==> src/rtl/regfile_master.sv <==
// ---------------------------------------------------------------------------
// regfile_master
//
// Bulk-command initiator for the 32x32 register file. One command is accepted
// at a time and walked one element per clock over the file's write port and
// read port 1:
//   FILL  : write an arithmetic pattern (fill_value, +fill_step ...) to dst
//   COPY  : copy src -> dst, ascending, through the combinational read port
//   CHECK : compare src against the pattern and count mismatches
//
// Build option:
//   RFM_CHECK_EN  defined   -> op=2 runs CHECK
//                 undefined -> op=2 is rejected like the reserved op=3
//
// Ports:
//   clk, rst          rising-edge clock, asynchronous active-high reset
//   start             command strobe, only looked at in IDLE
//   op[1:0]           0=FILL 1=COPY 2=CHECK 3=reserved
//   src_base[4:0]     first read address (COPY, CHECK)
//   dst_base[4:0]     first write address (FILL, COPY)
//   count[5:0]        element count, 0 = no-op, above 32 clips to 32
//   fill_value[31:0]  pattern start value (FILL, CHECK)
//   fill_step[31:0]   pattern increment (FILL, CHECK)
//   busy              high while elements are issued
//   done              one-cycle completion pulse
//   cmd_err           qualifies done: the command was illegal
//   err_count[5:0]    CHECK mismatch count, saturates at 32
//   rf_wrEnable/rf_wrReg/rf_wrData   register file write port
//   rf_rdReg1/rf_rdData1             register file read port 1
// ---------------------------------------------------------------------------
module regfile_master (
  input  logic        clk,
  input  logic        rst,
  input  logic        start,
  input  logic [1:0]  op,
  input  logic [4:0]  src_base,
  input  logic [4:0]  dst_base,
  input  logic [5:0]  count,
  input  logic [31:0] fill_value,
  input  logic [31:0] fill_step,
  output logic        busy,
  output logic        done,
  output logic        cmd_err,
  output logic [5:0]  err_count,
  output logic        rf_wrEnable,
  output logic [4:0]  rf_wrReg,
  output logic [31:0] rf_wrData,
  output logic [4:0]  rf_rdReg1,
  input  logic [31:0] rf_rdData1
);

  typedef enum logic [1:0] {
    S_IDLE = 2'd0,
    S_RUN  = 2'd1,
    S_DONE = 2'd2
  } state_t;

  localparam logic [1:0] OP_FILL  = 2'd0;
  localparam logic [1:0] OP_COPY  = 2'd1;
  localparam logic [1:0] OP_CHECK = 2'd2;

  localparam logic [5:0] MAX_COUNT = 6'd32;

  state_t      state_q, state_d;
  logic [1:0]  op_q, op_d;
  logic [4:0]  src_q, src_d;
  logic [4:0]  dst_q, dst_d;
  logic [5:0]  cnt_q, cnt_d;
  logic [31:0] step_q, step_d;
  logic [31:0] acc_q, acc_d;
  logic [4:0]  idx_q, idx_d;
  logic [5:0]  err_q, err_d;
  logic        illegal_q, illegal_d;

  logic        op_illegal;
  logic [5:0]  count_clipped;
  logic        last_elem;
  logic [4:0]  rd_addr;
  logic [4:0]  wr_addr;

  // Which incoming ops are refused depends on whether CHECK is built in.
  always_comb begin
`ifdef RFM_CHECK_EN
    op_illegal = (op == 2'd3);
`else
    op_illegal = (op == 2'd3) || (op == OP_CHECK);
`endif
  end

  assign count_clipped = (count > MAX_COUNT) ? MAX_COUNT : count;

  // cnt_q is 1..32 whenever RUN is active, so the subtraction cannot underflow.
  assign last_elem = ({1'b0, idx_q} == (cnt_q - 6'd1));

  // 5-bit sums give the mod-32 wrap for free.
  assign rd_addr = src_q + idx_q;
  assign wr_addr = dst_q + idx_q;

  always_ff @(posedge clk or posedge rst) begin
    if (rst) begin
      state_q   <= S_IDLE;
      op_q      <= 2'd0;
      src_q     <= 5'd0;
      dst_q     <= 5'd0;
      cnt_q     <= 6'd0;
      step_q    <= 32'd0;
      acc_q     <= 32'd0;
      idx_q     <= 5'd0;
      err_q     <= 6'd0;
      illegal_q <= 1'b0;
    end else begin
      state_q   <= state_d;
      op_q      <= op_d;
      src_q     <= src_d;
      dst_q     <= dst_d;
      cnt_q     <= cnt_d;
      step_q    <= step_d;
      acc_q     <= acc_d;
      idx_q     <= idx_d;
      err_q     <= err_d;
      illegal_q <= illegal_d;
    end
  end

  // Next-state logic. Command fields are captured once in IDLE so the caller
  // may change the inputs freely while the command runs.
  always_comb begin
    state_d   = state_q;
    op_d      = op_q;
    src_d     = src_q;
    dst_d     = dst_q;
    cnt_d     = cnt_q;
    step_d    = step_q;
    acc_d     = acc_q;
    idx_d     = idx_q;
    err_d     = err_q;
    illegal_d = illegal_q;

    case (state_q)
      S_IDLE: begin
        if (start) begin
          op_d      = op;
          src_d     = src_base;
          dst_d     = dst_base;
          cnt_d     = count_clipped;
          step_d    = fill_step;
          acc_d     = fill_value;
          idx_d     = 5'd0;
          illegal_d = op_illegal;
          if ((count == 6'd0) || op_illegal) begin
            // err_count from the previous command is deliberately kept.
            state_d = S_DONE;
          end else begin
            err_d   = 6'd0;
            state_d = S_RUN;
          end
        end
      end

      S_RUN: begin
        idx_d = idx_q + 5'd1;
        case (op_q)
          OP_FILL: acc_d = acc_q + step_q;
`ifdef RFM_CHECK_EN
          OP_CHECK: begin
            if ((rf_rdData1 != acc_q) && (err_q != MAX_COUNT)) begin
              err_d = err_q + 6'd1;
            end
            acc_d = acc_q + step_q;
          end
`endif
          default: ;
        endcase
        if (last_elem) begin
          state_d = S_DONE;
        end
      end

      S_DONE: begin
        state_d = S_IDLE;
      end

      default: begin
        state_d = S_IDLE;
      end
    endcase
  end

  // Register-file port drive. Everything is idle-low outside RUN so the write
  // enable falls as soon as reset forces the state back to IDLE.
  always_comb begin
    rf_wrEnable = 1'b0;
    rf_wrReg    = 5'd0;
    rf_wrData   = 32'd0;
    rf_rdReg1   = 5'd0;

    if (state_q == S_RUN) begin
      case (op_q)
        OP_FILL: begin
          rf_wrEnable = 1'b1;
          rf_wrReg    = wr_addr;
          rf_wrData   = acc_q;
        end
        OP_COPY: begin
          // Same-cycle pass-through; with overlapping ranges earlier writes
          // are read back by later elements, which is intended.
          rf_wrEnable = 1'b1;
          rf_wrReg    = wr_addr;
          rf_rdReg1   = rd_addr;
          rf_wrData   = rf_rdData1;
        end
`ifdef RFM_CHECK_EN
        OP_CHECK: begin
          rf_rdReg1 = rd_addr;
        end
`endif
        default: ;
      endcase
    end
  end

  assign busy      = (state_q == S_RUN);
  assign done      = (state_q == S_DONE);
  assign cmd_err   = (state_q == S_DONE) && illegal_q;
  assign err_count = err_q;

endmodule
==> config.mk <==
export PLATFORM = sky130hd
export DESIGN_NAME = regfile_master
export DESIGN_NICKNAME = d
export VERILOG_FILES = /design/src/rtl/regfile_master.sv
export SDC_FILE = /design/constraint.sdc
export NUM_CORES = 1
export LEC_CHECK = 0
export BUFFER_PORTS_ARGS = -buffer_cell sky130_fd_sc_hd__buf_4
export CORE_UTILIZATION = 54
export CTS_CLUSTER_SIZE = 28
export DETAILED_ROUTE_END_ITERATION = 8
export PLACE_DENSITY = 0.82
export SYNTH_ARGS = -nofsm -noshare
export SYNTH_HDL_FRONTEND = slang
export SYNTH_SLANG_ARGS = --single-unit
export TNS_END_PERCENT = 100
==> constraint.sdc <==
create_clock -name clk -period 3.34 [get_ports clk]
set_input_delay 0.167 -clock clk [delete_from_list [all_inputs] [get_ports clk]]
set_output_delay 0.167 -clock clk [all_outputs]
set_load 0.01 [all_outputs]
==> summary.md <==
| Metric | Value |
|---|---|
| Status | `finished, final reports clean` |
| Syn_area_per_cell | `8.130 µm²` |
| Sequential fraction of the synthesis area | `36.26%` |
| Vias | `6048` |
| CTS tree | `done` |
| Initial antenna violation count | `0` |
| Post-CTS Resized | `0` |
| CP startpoint kind | `register` |
| Starting Density | `between 50% and 60%` |
| Hold Fails Final Rpt | `0` |
| Peak supply drop | `approximately 510 µV` |
| N_diodes | `0` |
| Vias in the first global route | `6278` |
| Placed instance area | `0.007542 mm²` |
| Die width | `109.2 µm` |
| Max-slew headroom | `23.32%` |
| Max Slew Vio Count | `0` |
| # hold bufs at CTS | `1` |
| Gr ovfl total | `0` |
| Fraction of layout cells with a size suffix above 1 | `a little under a quarter` |
| DR vias/cell | `5.722` |
| Sum of negative setup slack | `0 ps` |
| Yosys Warn Count | `0` |
| Total power density per cell area | `between 1000 and 1500 mW/mm²` |
| Period utilization | `87.87%` |
| Mapped cell area | `0.006211 mm²` |
| Slowest stage delay, CP | `510 ps` |
| Final Hold Slack | `8.712 ps` |
| I/O Pins | `169` |
| Seq cells post-synth | `90` |
| Worst-path fanout max | `6` |
| Number of synthesized flops with an enable pin | `0` |
| Final WL | `17150 µm` |
| Final Setup Violations | `0` |
| Crit path time final | `2935 ps` |
| CP Buf/Inv Count | `0` |
| GR Util All Layers | `30.12%` |
| First-pass GRT wire length | `approximately 28000 µm` |
| Post-CTS setup buffer count | `0` |
| WS Path Type | `reg -> reg` |
| CP max stage cell | `or4b_1` |
| Crit path max-delay family | `simple AND/OR/NAND/NOR gates` |
| Later-pin clock latency in the skew report | `340 ps` |
| RSZ-0062 raised after global routing | `no` |
| Antenna Nets Post-Route | `0` |
| Static Leak | `4.026 nW` |
| Clk sink count | `90` |
| Clock buffer count from CTS | `9` |
| Port Buf Inserts | `162` |
| Clock root buffer master | `clkbuf_16` |
| Arrival @ worst endpoint | `3150 ps` |
| Die area | `around 0.012 mm²` |
| CP endpoint kind | `register` |
| Hpwl dp | `11970 µm` |
| Clk buf depth | `2` |
| Core ar. | `0.01103 mm²` |
| Final Instance Area | `0.007884 mm²` |
| Critical Path Most Common Cell | `a211oi_2` |
| Post-layout util | `71.47%` |
| Setup Skew | `5.897 ps` |
| Reg area | `0.002253 mm²` |
| Max-cap violations | `0` |
| Area grow syn2layout | `26.93%` |
| Die Ht | `roughly 110 µm` |
| Async SR Flop Fraction | `100.0%` |
| Final #Nets | `between 1000 and 1500` |
| Clk slew on worst S/H paths | `~60 ps` |
| FP Rows | `38` |
| Initial DRC Count | `304` |
| DR WL/cell | `16.23 µm` |
| Worst hold path class | `in -> reg` |
| Initial DRT Pass Iterations | `5` |
| Fillers | `860` |
| Top FF cell, synth | `dfrtp_1` |
| Largest net degree at the start of global routing | `91` |
| Cell Chain, Critical Path | `ha_1 -> a211oi_2 -> o31a_2 -> a211oi_2 -> nor4_2 -> or2_4 -> o21ai_4 -> or4b_1 -> a211oi_2 -> a211oi_1` |
| RePlAce Congestion | `0.8905` |
| Htree depth | `3` |
| Mapped Cells | `around 760` |
| Worst slew pin tran | `1149 ps` |
| Worst endpoint required time | `3560 ps` |
| DRC | `0` |
| Area of the multi-input gates | `0.003764 mm²` |
| Yosys cell types | `60` |
| Max Freq | `0.3407 GHz` |
metrics by stage:
stage	setup slack [ps]	instances	total power [mW]
2_1_floorplan	722.3	769	6.029
3_3_place_gp	576.6	1040	7.260
3_5_place_dp	478.2	1040	7.527
4_1_cts	424.2	1057	8.723
5_1_grt	244.4	1057	9.510
6_report	405.2	1057	8.770
cells in the mapped netlist, types with 4 or more instances:
| library cell | number | area share (%) |
|---|---|---|
| nand4_1 | 4 | 0.40 |
| inv_1 | 14 | 0.85 |
| nor3_1 | 5 | 0.40 |
| nor2_1 | 82 | 5.0 |
| clkbuf_1 | 24 | 1.5 |
| xor2_1 | 17 | 2.4 |
| mux2i_1 | 34 | 5.5 |
| o211ai_1 | 4 | 0.48 |
| a211oi_1 | 6 | 0.73 |
| a21oi_1 | 56 | 4.5 |
| or3_1 | 4 | 0.40 |
| dfrtp_1 | 90 | 36 |
| xnor2_1 | 18 | 2.5 |
| nand3_1 | 10 | 0.81 |
| and3_1 | 9 | 0.91 |
| nand2_1 | 197 | 12 |
| buf_1 | 8 | 0.48 |
| buf_4 | 7 | 0.85 |
| a211oi_2 | 4 | 0.81 |
| a31oi_1 | 15 | 1.5 |
| o21ai_0 | 33 | 2.7 |
| nand3b_1 | 7 | 0.85 |
| ha_1 | 41 | 8.3 |
| a21o_1 | 14 | 1.7 |
| and2_1 | 6 | 0.60 |
area by class of cell:
type,count,area share [%]
multi-input cells,625,47.74
clock buffers,12,3.253
flip-flops and latches,90,28.58
well taps,140,2.222
inverters,14,0.6824
clock inverters,4,0.9522
repair buffers,172,16.57
logic make-up (layout without fill, tap and decap cells):
family                     after synthesis  count (layout)  synth area share (%)
and+or+nand+nor                        343             343                 23.55
xor gates and xnor gates                35              35                 4.935
AOI/OAI and AO/OA                      162             162                 16.60
other                                    1               6               0.06038
muxes                                   35              35                 5.661
buffers and inverters                   54             202                 3.707
DFF                                     90              90                 36.26
adders and majority gates               44              44                 9.226
state kept, by name (all words and copies together), names as in the netlist:
signal and flops:
dst_q 5, illegal_q 1, state_q 2, op_q 2, src_q 5, step_q 32
cnt_q 6, acc_q 32, idx_q 5
power breakdown:
| part | total, mW | switching [mW] | internal (mW) |
|---|---|---|---|
| combinational | 5.56 | 3.22 | 2.34 |
| clock | 1.13 | 0.434 | 0.697 |
| sequential | 2.08 | 0.468 | 1.61 |
final timing paths:
path | endpoint | from | cells past startpoint | slack, ps
hold reg to reg | op_q[1] | op_q[1] | 2 | 470
setup reg to reg | acc_q[31] | step_q[1] | 10 | 410
setup / recovery | acc_q[31] | step_q[1] | 10 | 410
hold / removal | step_q[17] | fill_step[17] | 3 | 9
max in group asynchronous | dst_q[1] | rst | 4 | 2480
min in group asynchronous | acc_q[3] | rst | 4 | 500
metal layers:
metal  GRT usage, %  wire [µm]  vias up
li1               -          -     2917
met2          52.92       8683      261
met3          4.662       1126       41
met1          35.88       6860     2829
met5              0          0        -
met4          14.48        482        0
worst reg2reg max path: cells and delay by family (launching register included):
family          cells  cell delay, ps
simple gates        3            1110
compound gates      6             910
flops               1             420
fa+ha+maj           1             350
layout by cell type (no fill, tap or decap), types with 3 or more instances in the layout:
cell type	synthesis	final
conb_1	1	6
nand3_1	10	10
buf_4	7	170
o211ai_1	4	4
nand2_1	197	197
mux2i_1	34	34
and2_1	6	6
xor2_1	17	17
nor2_1	82	81
xnor2_1	18	18
fa_1	3	3
a211oi_1	6	6
clkbuf_16	0	9
inv_1	14	13
a21o_1	14	14
or3_1	4	4
a21oi_1	56	56
o21bai_1	3	3
dfrtp_1	90	89
nand4_1	4	4
nor4_1	3	3
nor3_1	5	5
and3_1	9	9
a211oi_2	4	4
o21ai_0	33	33
a31oi_1	15	15
ha_1	41	41
nand3b_1	7	7
or2_2	3	3
Note: power is estimated with default switching activity, not from simulation.
